===== src/rtl/dmem_bus_bridge_pkg.sv =====
// Shared definitions for the MEM-stage data bus bridge: FSM encoding, abort read data
// and the timeout counter width helper.
package dmem_bus_bridge_pkg;

  typedef enum logic [1:0] {
    IDLE = 2'd0,
    BUSY = 2'd1,
    DONE = 2'd2
  } dmem_state_e;

  localparam logic [31:0] DMEM_ERR_RDATA = 32'hDEAD_BEEF;

  // Counter is wide enough to hold the limit, but never narrower than 8 or wider than 16 bits.
  function automatic int dmem_cnt_width(input int limit);
    int w;
    w = $clog2(limit + 1);
    if (w < 8) w = 8;
    if (w > 16) w = 16;
    return w;
  endfunction

endpackage


===== src/rtl/dmem_bus_bridge_if.sv =====
// Ready-handshaked data bus between the bridge (master) and the memory system (slave).
// Handshake: bus_req/bus_we/bus_addr/bus_wdata are held stable until a cycle with
// bus_req & bus_ready, which completes the access; bus_rdata is valid in that cycle for reads.
interface dmem_bus_bridge_if #(
  parameter int ADDR_W = 32,
  parameter int DATA_W = 32
);
  logic              bus_req;
  logic              bus_we;
  logic [ADDR_W-1:0] bus_addr;
  logic [DATA_W-1:0] bus_wdata;
  logic              bus_ready;
  logic [DATA_W-1:0] bus_rdata;

  modport master (
    output bus_req, bus_we, bus_addr, bus_wdata,
    input  bus_ready, bus_rdata
  );

  modport slave (
    input  bus_req, bus_we, bus_addr, bus_wdata,
    output bus_ready, bus_rdata
  );
endinterface


===== src/rtl/dmem_bus_bridge_timeout_cnt.sv =====
// BUSY-cycle watchdog for the bridge; hit_o fires on the increment that reaches LIMIT.
module dmem_timeout_cnt #(
  parameter int CNT_W = 8,
  parameter int LIMIT = 255
) (
  input  logic clk,
  input  logic rst_n,
  input  logic clr_i,
  input  logic inc_i,
  output logic hit_o
);
  logic [CNT_W-1:0] cnt_q;

  always_ff @(posedge clk or negedge rst_n) begin
    if (!rst_n) begin
      cnt_q <= '0;
    end else if (clr_i) begin
      cnt_q <= '0;
    end else if (inc_i) begin
      cnt_q <= cnt_q + 1'b1;
    end
  end

  assign hit_o = inc_i & (cnt_q == CNT_W'(LIMIT - 1));
endmodule


===== src/rtl/dmem_bus_bridge.sv =====
// Multi-cycle bridge from the MEM stage to a ready-handshaked data bus, stalling the pipeline
// while an access is outstanding. Optional BUSY timeout/abort under `define DMEM_TIMEOUT_EN.
module dmem_bus_bridge
  import dmem_bus_bridge_pkg::*;
#(
  parameter int ADDR_W      = 32,
  parameter int DATA_W      = 32,
  parameter int TIMEOUT_CYC = 255
) (
  input  logic              clk,
  input  logic              rst_n,
  input  logic              mem_ren,
  input  logic              mem_wen,
  input  logic [ADDR_W-1:0] mem_addr,
  input  logic [DATA_W-1:0] mem_dout,
  output logic [DATA_W-1:0] mem_din,
  output logic              mem_stall,
  output logic              bus_err,
  output dmem_state_e       dbg_state_o,
  dmem_bus_bridge_if.master bus
);

  dmem_state_e       state_q, state_d;
  logic              req_q, req_d;
  logic              we_q, we_d;
  logic [ADDR_W-1:0] addr_q, addr_d;
  logic [DATA_W-1:0] wdata_q, wdata_d;
  logic [DATA_W-1:0] din_q, din_d;
  logic              mem_req;
  logic              unused_addr_lsb;

  assign mem_req         = mem_ren | mem_wen;
  assign unused_addr_lsb = ^mem_addr[1:0];

`ifdef DMEM_TIMEOUT_EN
  localparam int CNT_W = dmem_cnt_width(TIMEOUT_CYC);
  logic cnt_clr, cnt_inc, cnt_hit;
  logic err_q, err_d;

  assign cnt_clr = (state_q == IDLE) & mem_req;
  assign cnt_inc = (state_q == BUSY) & ~bus.bus_ready;

  dmem_timeout_cnt #(
    .CNT_W (CNT_W),
    .LIMIT (TIMEOUT_CYC)
  ) u_timeout_cnt (
    .clk   (clk),
    .rst_n (rst_n),
    .clr_i (cnt_clr),
    .inc_i (cnt_inc),
    .hit_o (cnt_hit)
  );

  always_ff @(posedge clk or negedge rst_n) begin
    if (!rst_n) err_q <= 1'b0;
    else        err_q <= err_d;
  end
  assign bus_err = err_q;
`else
  localparam int unused_timeout_cyc = TIMEOUT_CYC;
  assign bus_err = 1'b0;
`endif

  always_ff @(posedge clk or negedge rst_n) begin
    if (!rst_n) begin
      state_q <= IDLE;
      req_q   <= 1'b0;
      we_q    <= 1'b0;
      addr_q  <= '0;
      wdata_q <= '0;
      din_q   <= '0;
    end else begin
      state_q <= state_d;
      req_q   <= req_d;
      we_q    <= we_d;
      addr_q  <= addr_d;
      wdata_q <= wdata_d;
      din_q   <= din_d;
    end
  end

  // Request inputs are only sampled in IDLE; bus-side registers stay frozen through BUSY.
  always_comb begin
    state_d = state_q;
    req_d   = req_q;
    we_d    = we_q;
    addr_d  = addr_q;
    wdata_d = wdata_q;
    din_d   = din_q;
`ifdef DMEM_TIMEOUT_EN
    err_d   = err_q;
`endif
    case (state_q)
      IDLE: begin
        if (mem_req) begin
          state_d = BUSY;
          req_d   = 1'b1;
          we_d    = mem_wen;
          addr_d  = {mem_addr[ADDR_W-1:2], 2'b00};
          wdata_d = mem_dout;
        end
      end
      BUSY: begin
        if (bus.bus_ready) begin
          state_d = DONE;
          req_d   = 1'b0;
          if (!we_q) din_d = bus.bus_rdata;
        end
`ifdef DMEM_TIMEOUT_EN
        else if (cnt_hit) begin
          state_d = DONE;
          req_d   = 1'b0;
          err_d   = 1'b1;
          if (!we_q) din_d = DATA_W'(DMEM_ERR_RDATA);
        end
`endif
      end
      DONE:    state_d = IDLE;
      default: state_d = IDLE;
    endcase
  end

  assign mem_stall     = ((state_q == IDLE) & mem_req) | (state_q == BUSY);
  assign mem_din       = din_q;
  assign dbg_state_o   = state_q;
  assign bus.bus_req   = req_q;
  assign bus.bus_we    = we_q;
  assign bus.bus_addr  = addr_q;
  assign bus.bus_wdata = wdata_q;

endmodule


===== src/flat_wrapper.sv =====
// flat-port wrapper written by rule: the top's interface ports become plain ports
module dmem_bus_bridge_flat import dmem_bus_bridge_pkg::*;
#(
  parameter int ADDR_W      = 32,
  parameter int DATA_W      = 32,
  parameter int TIMEOUT_CYC = 255
)
  (clk, rst_n, mem_ren, mem_wen, mem_addr, mem_dout, mem_din, mem_stall, bus_err, dbg_state_o, bus_bus_req, bus_bus_we, bus_bus_addr, bus_bus_wdata, bus_bus_ready, bus_bus_rdata);
  dmem_bus_bridge_if #(.ADDR_W(ADDR_W), .DATA_W(DATA_W)) bus_i ();
  input  logic clk;
  input  logic rst_n;
  input  logic mem_ren;
  input  logic mem_wen;
  input  logic [ADDR_W-1:0] mem_addr;
  input  logic [DATA_W-1:0] mem_dout;
  output logic [DATA_W-1:0] mem_din;
  output logic mem_stall;
  output logic bus_err;
  output dmem_state_e dbg_state_o;
  output wire logic [$bits(bus_i.bus_req)-1:0] bus_bus_req;
  output wire logic [$bits(bus_i.bus_we)-1:0] bus_bus_we;
  output wire logic [$bits(bus_i.bus_addr)-1:0] bus_bus_addr;
  output wire logic [$bits(bus_i.bus_wdata)-1:0] bus_bus_wdata;
  input wire logic [$bits(bus_i.bus_ready)-1:0] bus_bus_ready;
  input wire logic [$bits(bus_i.bus_rdata)-1:0] bus_bus_rdata;
  assign bus_bus_req = bus_i.bus_req;
  assign bus_bus_we = bus_i.bus_we;
  assign bus_bus_addr = bus_i.bus_addr;
  assign bus_bus_wdata = bus_i.bus_wdata;
  assign bus_i.bus_ready = bus_bus_ready;
  assign bus_i.bus_rdata = bus_bus_rdata;
  dmem_bus_bridge #(.ADDR_W(ADDR_W), .DATA_W(DATA_W), .TIMEOUT_CYC(TIMEOUT_CYC)) u_core (.clk(clk), .rst_n(rst_n), .mem_ren(mem_ren), .mem_wen(mem_wen), .mem_addr(mem_addr), .mem_dout(mem_dout), .mem_din(mem_din), .mem_stall(mem_stall), .bus_err(bus_err), .dbg_state_o(dbg_state_o), .bus(bus_i));
endmodule

===== config.mk =====
export PLATFORM = sky130hd
export DESIGN_NAME = dmem_bus_bridge_flat
export DESIGN_NICKNAME = d
export VERILOG_FILES = /design/src/rtl/dmem_bus_bridge_pkg.sv /design/src/rtl/dmem_bus_bridge_if.sv /design/src/rtl/dmem_bus_bridge_timeout_cnt.sv /design/src/rtl/dmem_bus_bridge.sv /design/src/flat_wrapper.sv
export SDC_FILE = /design/constraint.sdc
export NUM_CORES = 1
export LEC_CHECK = 0
export BUFFER_PORTS_ARGS = -buffer_cell sky130_fd_sc_hd__clkbuf_2
export CAP_MARGIN = 20
export CELL_PAD_IN_SITES_DETAIL_PLACEMENT = 0
export CELL_PAD_IN_SITES_GLOBAL_PLACEMENT = 1
export CORE_MARGIN = 2
export CORE_UTILIZATION = 25
export CTS_BUF_LIST = sky130_fd_sc_hd__clkbuf_8
export DETAILED_ROUTE_END_ITERATION = 6
export GPL_TIMING_DRIVEN = 0
export PLACE_DENSITY_LB_ADDON = 0.1
export SLEW_MARGIN = 20
export SYNTH_ARGS = -nofsm -noshare
export SYNTH_HDL_FRONTEND = slang
export SYNTH_HIERARCHICAL = 1
export SYNTH_SLANG_ARGS = --single-unit

===== constraint.sdc =====
create_clock -name clk -period 2.4 [get_ports clk]
set_input_delay 0.12 -clock clk [delete_from_list [all_inputs] [get_ports clk]]
set_output_delay 0.12 -clock clk [all_outputs]
set_load 0.02 [all_outputs]

==> metrics.md <==
| Metric | Value |
|---|---|
| Layout fillers | 1457 |
| Mux contribution to synthesized area | 30.4% |
| Final setup fails | 0 |
| Worst skew pair latency | 0.37 ns |
| Yosys reg bits | 98 |
| Yosys top cell by area | dfrtp_1 |
| FF+latch area | 2450 um^2 |
| Cell count after synthesis | 219 |
| Routed Antenna Nets | 0 |
| Post-Synth Adder-Cell Area | 0% |
| Multi-input gate area | 1270 um^2 |
| RSZ-0062 raised after global routing | false |
| Sw power | 2910 uW |
| Clock Tree Buf Depth | 2 |
| Share of cells above drive strength 1 | 60.5% |
| Full die area | 16400 um^2 |
| Clock skew | 0.00960 ns |
| H-tree depth | 3 |
| # rows | 45 |
| Max-slew violation count | 0 |
| Non-Filler Instances | 720 |
| Die Ht | 128 um |
| Number of synthesis warnings | 6 |
| Number of DRC markers in iteration 0 | 47 |
| Most common cell after layout, fill and taps aside | clkbuf_2 |
| Area growth syn-to-layout | 63.6% |
| Port Buffer Count | 197 |
| WS Path Type | reg -> reg |
| Vias in the first global route | 3103 |
| Remaining DRCs | 0 |
| Antenna Cells | 0 |
| Initial antenna violation count | 0 |
| Most frequent cells in the layout | clkbuf_2 (196), dfrtp_1 (98), dlygate4sd3_1 (97), mux2_2 (64), mux2_4 (30) |
| Gr ovfl total | 0 |
| CTS tree | yes |
| Net Sw Frac | 38.1% |
| Synth Cell Area | 3860 um^2 |
| CP Capture Type | flop |
| Clock Pin Slew Worst Setup and Hold Paths | 0.10 ns |
| Post-route core utilization | 41.7% |
| Global-route wire length before repair | 15700 um |
| Leakage power | 0.00308 uW |
| CP max FO | 10 |
| Sequential area share after synthesis | 63.6% |
| CTS root buf | clkbuf_8 |
| TritonCTS Sinks | 98 |
| Simple-Gate Fraction of Synth Area | 1.33% |
| Largest family of logic cells by synthesized area | multiplexers |
| Final Hold Fails | 0 |
| Crit start category | flop |
| Worst min path class | in -> reg |
| Area contributors post-synth | dfrtp_1 (64%), mux2_2 (19%), mux2_4 (12%), buf_4 (1.9%), buf_12 (1.6%) |
| Post-synth top area share | 63.6% |
| Synth unique cells | 18 |
| DR vias/cell | 4.00 |
| Flop pwr share | 37.9% |
| Max Cap Violations | 0 |
| NumNets Final | 628 |
| Synth Area in Compound Gates | 0.843% |
| Placer Congestion | 0.642 |
| Largest net degree at the start of global routing | 85 |
| Final min period | 1.69 ns |
| Status | complete, no violations |
| Avg Cell Area, Syn | 17.6 um^2 |
| Detailed Routing Iterations Pass 1 | 4 |
| # hold bufs at CTS | 97 |
| Gate power share | 46.5% |
| Clk network pwr share | 15.6% |
| DR WL/cell | 13.5 um |
| VDD IR max | 630 uV |
| Post_cts resized | 0 |
| Final hold slack | 0.0423 ns |
| DP HPWL | 6600 um |
| Pwr Total | 7650 uW |
| WP data required | 2.65 ns |
| Routed wire length | 9690 um |
| Starting Density | 25.5% |
| CORE AREA | 15100 um^2 |
| # IOs | 203 |
| Post-CTS setup repair buffer count | 0 |
| Placed Cells | 607 |
| Tcrit/Tclk final | 70.4% |
| Die width | 128 um |
| Vias after detailed routing | 2881 |
| Fmax | 0.592 GHz |
| Pwr dens | 1210 nW/um^2 |
| Post-Synth XOR/XNOR Area | 0% |
| Num CTS Buffers | 9 |
| Pint | 4740 uW |
| Tot GR Track Use | 12.2% |
| Crit path DAT | 1.94 ns |
## layer usage
metal,vias up,GRT usage [%],part of all wire (%)
met5,-,0,0
met1,1371,15.7,45
met2,128,18.5,45
met4,0,2.71,0.94
li1,1374,-,-
met3,8,6.22,9.8
## worst paths after layout
kind,startpoint,endpoint,slack [ns],depth (start not counted)
hold reg to reg,u_core/bus.bus_addr[23]$_DFFE_PN0P_,u_core/bus.bus_addr[23]$_DFFE_PN0P_,0.51,1
hold / removal,mem_ren,u_core/bus.bus_we$_DFFE_PN0P_,0.04,3
min in group asynchronous,rst_n,u_core/mem_din[23]$_DFFE_PN0P_,0.16,2
setup / recovery,u_core/dbg_state_o[0]$_DFFE_PN0P_,u_core/bus.bus_addr[24]$_DFFE_PN0P_,0.71,5
max in group asynchronous,rst_n,u_core/bus.bus_addr[20]$_DFFE_PN0P_,1.59,3
setup reg to reg,u_core/dbg_state_o[0]$_DFFE_PN0P_,u_core/bus.bus_addr[24]$_DFFE_PN0P_,0.71,5
## critical path: stages (launching register included)
cell and delay [ns]:
dfrtp_1 0.47, nor2_1 0.20, o21a_1 0.15, buf_4 0.18
buf_4 0.22, mux2_2 0.35
## cells by family (layout without fill, tap and decap cells)
kind of cell | after synthesis | count (layout)
AO/OA/AOI/OAI | 4 | 4
multiplexers | 94 | 94
flip-flops | 98 | 98
other | 1 | 3
AND/OR/NAND/NOR | 8 | 8
buffers and inverters | 14 | 325
## per-stage QoR
step                      setup WS [ns]  TNS, ns  instance area, um^2
after floorplan                   0.855        0                 3860
after global placement           -0.228   -21.53                 5090
after CTS                         0.694        0                 6310
after global routing              0.553        0                 6310
final                             0.710        0                 6310
after detailed placement          0.719        0                 5120
## cells in the mapped netlist
cell type,n
buf_12,3
buf_6,1
nor2b_1,1
a211oi_1,1
mux2_2,64
nor3_1,1
mux2_4,30
a211o_1,1
buf_4,10
a22o_1,1
and3b_1,1
conb_1,1
nand2_1,1
nor2b_4,1
dfrtp_1,98
nor2_1,2
nand2b_1,1
o21a_1,1
## sequential cells by signal, indices dropped and copies added, names as in the netlist
register	cells
u_core/mem_din	32
u_core/bus.bus_req	1
u_core/bus.bus_addr	30
u_core/bus.bus_we	1
u_core/bus.bus_wdata	32
u_core/dbg_state_o	2
## area by class of cell
class	instances	share of cell area [%]
Buffer	14	2.32
Clock buffer	10	2.18
Clock inverter	6	1.29
Multi-Input combinational cell	109	20.1
Sequential cell	98	38.9
Tap cell	188	3.73
Timing Repair Buffer	295	31.6
## power by group through the flow
stage	Clock, uW	Sequential [uW]	Combinational (uW)
floorplan	0	3930	1240
global placement	0	2900	3470
detailed placement	0	2930	3470
CTS	1270	2910	3610
global route	1330	3020	3800
finish	1190	2900	3550
(Power assumes the default switching activity.)
